==> src/rtl/stoch_signed_col_matvec_if.sv <==
// Handshake and data bundle for the signed stochastic im2col matrix-vector block.
// The block that accumulates takes the slave modport. The block that feeds and drains it takes the master modport.
interface stoch_signed_col_matvec_if #(
    parameter int COL_HEIGHT = 16,
    parameter int COL_WIDTH  = 27,
    parameter int STREAM_LEN = 256
);
    localparam int ACC_W = $clog2(2*COL_WIDTH*STREAM_LEN+1)+1;

    // Two handshakes are in use. A beat is taken on an edge where in_valid && in_ready.
    // A result is released on an edge where out_valid && out_ready.
    // Neither valid depends combinationally on its ready.
    logic                                 start;
    logic                                 in_valid;
    logic                                 in_ready;
    logic [COL_HEIGHT-1:0][COL_WIDTH-1:0] col_p;
    logic [COL_HEIGHT-1:0][COL_WIDTH-1:0] col_m;
    logic [COL_WIDTH-1:0]                 w_p;
    logic [COL_WIDTH-1:0]                 w_m;
    logic                                 out_valid;
    logic                                 out_ready;
    logic [COL_HEIGHT-1:0][ACC_W-1:0]     acc;
    logic                                 busy;

    modport master (
        output start, in_valid, col_p, col_m, w_p, w_m, out_ready,
        input  in_ready, out_valid, acc, busy
    );

    modport slave (
        input  start, in_valid, col_p, col_m, w_p, w_m, out_ready,
        output in_ready, out_valid, acc, busy
    );
endinterface

==> src/rtl/stoch_signed_col_matvec.sv <==
// Accumulates signed (dual-rail) bitstream dot products of each im2col row against a weight beat,
// over STREAM_LEN accepted beats, then presents the result until it is taken.
module stoch_signed_col_matvec #(
    parameter int COL_HEIGHT = 16,
    parameter int COL_WIDTH  = 27,
    parameter int STREAM_LEN = 256
) (
    input  logic                        CLK,
    input  logic                        nRST,
    stoch_signed_col_matvec_if.slave    bus,
    output logic [1:0]                  o_state
);
    localparam int ACC_W = $clog2(2*COL_WIDTH*STREAM_LEN+1)+1;
    localparam int CNT_W = (STREAM_LEN > 1) ? $clog2(STREAM_LEN) : 1;
    localparam logic [CNT_W-1:0] LAST_BEAT = CNT_W'(STREAM_LEN-1);

    typedef enum logic [1:0] {
        IDLE  = 2'd0,
        ACCUM = 2'd1,
        DONE  = 2'd2
    } state_t;

    state_t                           r_state;
    state_t                           w_next_state;
    logic                             w_accept;
    logic                             w_clear;
    logic [CNT_W-1:0]                 r_cnt;
    logic [COL_HEIGHT-1:0][ACC_W-1:0] r_acc;
    logic [ACC_W-1:0]                 w_delta [COL_HEIGHT];

    always_ff @(posedge CLK or negedge nRST) begin
        if (!nRST) begin
            r_state <= IDLE;
        end else begin
            r_state <= w_next_state;
        end
    end

    always_comb begin
        w_next_state = r_state;
        w_accept     = 1'b0;
        w_clear      = 1'b0;
        case (r_state)
            IDLE: begin
                if (bus.start) begin
                    w_next_state = ACCUM;
                    w_clear      = 1'b1;
                end
            end
            ACCUM: begin
                if (bus.in_valid) begin
                    w_accept = 1'b1;
                    if (r_cnt == LAST_BEAT) begin
                        w_next_state = DONE;
                    end
                end
            end
            DONE: begin
                // start is deliberately ignored here: a new window needs start seen in IDLE
                if (bus.out_ready) begin
                    w_next_state = IDLE;
                end
            end
            default: w_next_state = IDLE;
        endcase
    end

    // pos - neg per row, built bit by bit in modular ACC_W arithmetic so the sign extends for free
    always_comb begin
        for (int r = 0; r < COL_HEIGHT; r++) begin
            w_delta[r] = '0;
            for (int b = 0; b < COL_WIDTH; b++) begin
                w_delta[r] = w_delta[r]
                           + ACC_W'(bus.col_p[r][b] & bus.w_p[b])
                           + ACC_W'(bus.col_m[r][b] & bus.w_m[b])
                           - ACC_W'(bus.col_p[r][b] & bus.w_m[b])
                           - ACC_W'(bus.col_m[r][b] & bus.w_p[b]);
            end
        end
    end

    always_ff @(posedge CLK or negedge nRST) begin
        if (!nRST) begin
            r_cnt <= '0;
            r_acc <= '0;
        end else if (w_clear) begin
            r_cnt <= '0;
            r_acc <= '0;
        end else if (w_accept) begin
            r_cnt <= r_cnt + CNT_W'(1);
            for (int r = 0; r < COL_HEIGHT; r++) begin
                r_acc[r] <= r_acc[r] + w_delta[r];
            end
        end
    end

    assign bus.in_ready  = (r_state == ACCUM);
    assign bus.out_valid = (r_state == DONE);
    assign bus.busy      = (r_state != IDLE);
    assign bus.acc       = r_acc;
    assign o_state       = r_state;
endmodule

==> src/flat_wrapper.sv <==
// flat-port wrapper written by rule: the top's interface ports become plain ports
module stoch_signed_col_matvec_flat 
#(
    parameter int COL_HEIGHT = 16,
    parameter int COL_WIDTH  = 27,
    parameter int STREAM_LEN = 256
)
  (CLK, nRST, o_state, bus_start, bus_in_valid, bus_col_p, bus_col_m, bus_w_p, bus_w_m, bus_out_ready, bus_in_ready, bus_out_valid, bus_acc, bus_busy);
  stoch_signed_col_matvec_if #(.COL_HEIGHT(COL_HEIGHT), .COL_WIDTH(COL_WIDTH), .STREAM_LEN(STREAM_LEN)) bus_i ();
  input  logic CLK;
  input  logic nRST;
  output logic [1:0] o_state;
  input wire logic [$bits(bus_i.start)-1:0] bus_start;
  input wire logic [$bits(bus_i.in_valid)-1:0] bus_in_valid;
  input wire logic [$bits(bus_i.col_p)-1:0] bus_col_p;
  input wire logic [$bits(bus_i.col_m)-1:0] bus_col_m;
  input wire logic [$bits(bus_i.w_p)-1:0] bus_w_p;
  input wire logic [$bits(bus_i.w_m)-1:0] bus_w_m;
  input wire logic [$bits(bus_i.out_ready)-1:0] bus_out_ready;
  output wire logic [$bits(bus_i.in_ready)-1:0] bus_in_ready;
  output wire logic [$bits(bus_i.out_valid)-1:0] bus_out_valid;
  output wire logic [$bits(bus_i.acc)-1:0] bus_acc;
  output wire logic [$bits(bus_i.busy)-1:0] bus_busy;
  assign bus_i.start = bus_start;
  assign bus_i.in_valid = bus_in_valid;
  assign bus_i.col_p = bus_col_p;
  assign bus_i.col_m = bus_col_m;
  assign bus_i.w_p = bus_w_p;
  assign bus_i.w_m = bus_w_m;
  assign bus_i.out_ready = bus_out_ready;
  assign bus_in_ready = bus_i.in_ready;
  assign bus_out_valid = bus_i.out_valid;
  assign bus_acc = bus_i.acc;
  assign bus_busy = bus_i.busy;
  stoch_signed_col_matvec #(.COL_HEIGHT(COL_HEIGHT), .COL_WIDTH(COL_WIDTH), .STREAM_LEN(STREAM_LEN)) u_core (.CLK(CLK), .nRST(nRST), .bus(bus_i), .o_state(o_state));
endmodule
==> config.mk <==
export PLATFORM = sky130hd
export DESIGN_NAME = stoch_signed_col_matvec_flat
export DESIGN_NICKNAME = d
export VERILOG_FILES = /design/src/rtl/stoch_signed_col_matvec_if.sv /design/src/rtl/stoch_signed_col_matvec.sv /design/src/flat_wrapper.sv
export SDC_FILE = /design/constraint.sdc
export NUM_CORES = 2
export LEC_CHECK = 0
export CAP_MARGIN = 20
export CORE_AREA = 2 2 453 455
export DETAILED_ROUTE_END_ITERATION = 16
export DIE_AREA = 0 0 455 457
export SLEW_MARGIN = 20
export SYNTH_ARGS = -nofsm -noshare
export SYNTH_HDL_FRONTEND = slang
export SYNTH_SLANG_ARGS = --single-unit
==> constraint.sdc <==
create_clock -name CLK -period 5.4 [get_ports CLK]
set_clock_uncertainty 0.2 [all_clocks]
set_input_delay 1.08 -clock CLK [delete_from_list [all_inputs] [get_ports CLK]]
set_output_delay 1.08 -clock CLK [all_outputs]
set_load 0.1 [all_outputs]
==> impl_metrics.csv <==
group,metric,value,unit
sta,tightestPinTransition,1.22,ns
sta,slew_violations,0,
grt,grt_pass1_wl,562000,microns
grt,antenna_found_initial,172,
clock_tree,cts_sinks,250,
grt,grt_pass1_vias,71500,
layout,nFillCells,19200,
floorplanning,pin_count,1168,
grt,grt_max_degree,81,
sta,fin_tns_setup,-470.94,ns
place,gp_congestion,1.03,
worst_setup_path,start_kind,"input pin",
outcome,failed_checks,"setup timing",
floorplanning,die_w,455,microns
sta,rsz0062_at_grt,"yes",
clock_tree,clock_latency,0.66,ns
sta,finalSetupViolCount,240,
layout,final_util,51.0,%
logic_synthesis,yosysWarnings,0,
grt,overflow,0,
layout,fin_area,104000,sq um
worst_setup_path,startpoint,"bus_w_p[22]",
worst_setup_path,crit_buf_inv,8,
clock_tree,cts_root_buffer,"clkbuf_16",
layout,final_cell_mix,"inv_1, fa_1, nand2_1",
clock_tree,clk_pin_slew,0.06,ns
place,io_buffers,1167,
grt,grt.total_usage,39.4,%
logic_synthesis,synthTopCellsByArea,"fa_1, ha_1, inv_1",
layout,layout-drive-gt1-share,23.4,%
place,dpl-instance-area,97600,sq um
sta,finalCritPeriodShare,147,%
clock_tree,clock_path_buffers,3,
sta,fin_crit,7.94,ns
layout,area_growth,40.6,%
worst_setup_path,cp_common_cell,"fa_2",
worst_hold_path,hold_class,"input pin to asynchronous set/reset pin",
logic_synthesis,synthesis.area,73700,sq um
logic_synthesis,synth_fp_nets,11300,
logic_synthesis,synth_edf_count,0,
clock_tree,h-tree-depth,2,
drt,drcViolationCount,0,
sta,maxSlewHeadroom,18.5,%
logic_synthesis,ys.flop_type,"dfrtp_1",
worst_setup_path,worst_setup_path_end_kind,"register",
place,dp_hpwl,339000,microns
worst_setup_path,crit_path_max_fanout,7,
worst_setup_path,worstPathRequired,5.73,ns
job,maxCapViolations,0,
layout,mostFrequentLayoutCell,"inv_1",
clock_tree,cts_buffers,40,
logic_synthesis,ys_ff_latch,250,
drt,drt-pass1-iter-count,5,
drt,vias,66700,
drt,wl_per_cell,31.7,microns
drt,first_iter_violations,5623,
drt,wirelength,411000,microns
drt,via_per_inst,5.15,
worst_setup_path,crit_slowest_cell,"fa_2",
logic_synthesis,synth_cell_type_count,64,
floorplanning,coreArea,203000,sq um
logic_synthesis,yosysTopAreaCellShare,44.8,%
floorplanning,fp.dieH,457,microns
clock_tree,cts_tree,"yes",
worst_setup_path,crit_arrival,8.28,ns
logic_synthesis,yosys.area.top_type,"fa_1",
floorplanning,start_util,36.2,%
worst_setup_path,reg2reg_from,"u_core.bus.acc[0]",
logic_synthesis,yosysSeqAreaShare,8.49,%
clock_tree,postCtsHoldBufs,0,
worst_setup_path,crit_path_max_incr_delay,0.62,ns
logic_synthesis,synth_cells,7993,
floorplanning,rows,166,
sta,fin_ws,-2.54,ns
logic_synthesis,async_flop_share,100,%
floorplanning,die-area,208000,sq um
sta,timing.hold.ws,0.177,ns
outcome,outcome,"complete, but fails checks",
worst_setup_path,cp_top_family,"adder cells",
worst_setup_path,criticalPathCategory,"input pin to register",
drt,antenna_left,0,
layout,final_net_count,13400,
logic_synthesis,avgSynthCellArea,9.22,sq um
sta,max_freq,126,MHz
sta,finalHoldViolations,0,
[flip-flops by register name, summed over array words and instances, names as in the netlist]
name            flops
u_core.o_state      2
u_core.r_cnt        8
u_core.bus.acc    240
[per-layer routing]
layer | GRT usage, % | wire [microns] | part of all wire [%] | vias up
met5 | 0 | 488 | 0.12 | -
met4 | 28.3 | 36200 | 8.8 | 80
met3 | 10.5 | 41300 | 10 | 1150
met2 | 58.8 | 178000 | 43 | 3625
met1 | 49.2 | 155000 | 38 | 33900
li1 | - | - | - | 28000
[logic make-up (layout without fill, tap and decap cells)]
group | after synthesis | after routing | synth area share, %
compound gates | 609 | 609 | 5.13
other cells | 0 | 109 | 0
buf+inv | 2269 | 4420 | 11.6
fa+ha+maj | 2353 | 2353 | 56.7
flops | 250 | 250 | 8.49
xor+xnor | 211 | 211 | 2.51
simple gates | 2283 | 2283 | 15.3
mux | 18 | 18 | 0.253
[synth_stat cells, types with 11 or more instances]
cell type	instances
and2_1	821
nor2b_1	11
o21bai_1	30
nand3_1	42
a31oi_1	12
fa_1	1648
a21o_1	67
o21a_1	20
dfrtp_1	250
mux2i_1	13
buf_2	14
clkbuf_1	208
inv_1	2042
o211ai_1	18
o21ai_0	212
or3_1	27
nand2_1	1183
xnor2_1	128
a22o_1	40
ha_1	705
nand3b_1	19
nand2b_1	29
nor3_1	18
nor2_1	43
xor2_1	83
a21oi_1	138
nor3b_1	38
[worst reg2reg max path, delay by kind of cell, from the launching register on]
| kind | cells | cell delay [ns] |
|---|---|---|
| compound gates | 6 | 1.05 |
| fa+ha+maj | 7 | 3.06 |
| buf+inv | 2 | 0.14 |
| flops | 1 | 0.43 |
| simple gates | 1 | 0.31 |
[area by class of cell]
| class | instances | area (sq um) | area share, % |
|---|---|---|---|
| flip-flops and latches | 250 | 6260 | 6.04 |
| multi-input cells | 5474 | 61900 | 59.8 |
| inverters | 2042 | 7660 | 7.40 |
| well taps | 2688 | 3360 | 3.25 |
| diodes | 109 | 273 | 0.263 |
| clock buffers | 53 | 1110 | 1.07 |
| repair buffers | 2306 | 22800 | 22.0 |
| clock inverters | 19 | 215 | 0.208 |
[per-stage QoR]
| stage | worst slack (ns) | cells |
|---|---|---|
| 2_1_floorplan | -2.64 | 7993 |
| 3_3_place_gp | -3.71 | 12600 |
| 3_5_place_dp | -3.59 | 12600 |
| 4_1_cts | -2.58 | 12700 |
| 5_1_grt | -2.68 | 12900 |
| 6_report | -2.54 | 12900 |
[worst paths after layout]
kind,cells past startpoint,slack (ns),endpoint
worst max-delay path,27,-2.54,u_core.bus.acc[163]
worst min-delay path,1,0.18,u_core.bus.acc[189]
worst max register to register,16,0.10,u_core.bus.acc[13]
worst min register to register,1,0.28,u_core.bus.acc[209]
max in group asynchronous,2,3.65,u_core.bus.acc[0]
min in group CLK,1,0.28,u_core.bus.acc[209]
[repair_timing]
item | 4_1_cts | 5_1_grt
endpoints found under the setup margin | 240 | 240
pin swaps | 414 | 376
gates resized for setup | 826 | 577
setup buffers | 109 | 90
cloned | 9 | 4
Power is not shown: default switching activity piles up to over one toggle a cycle in this logic, so the estimate is an artifact.
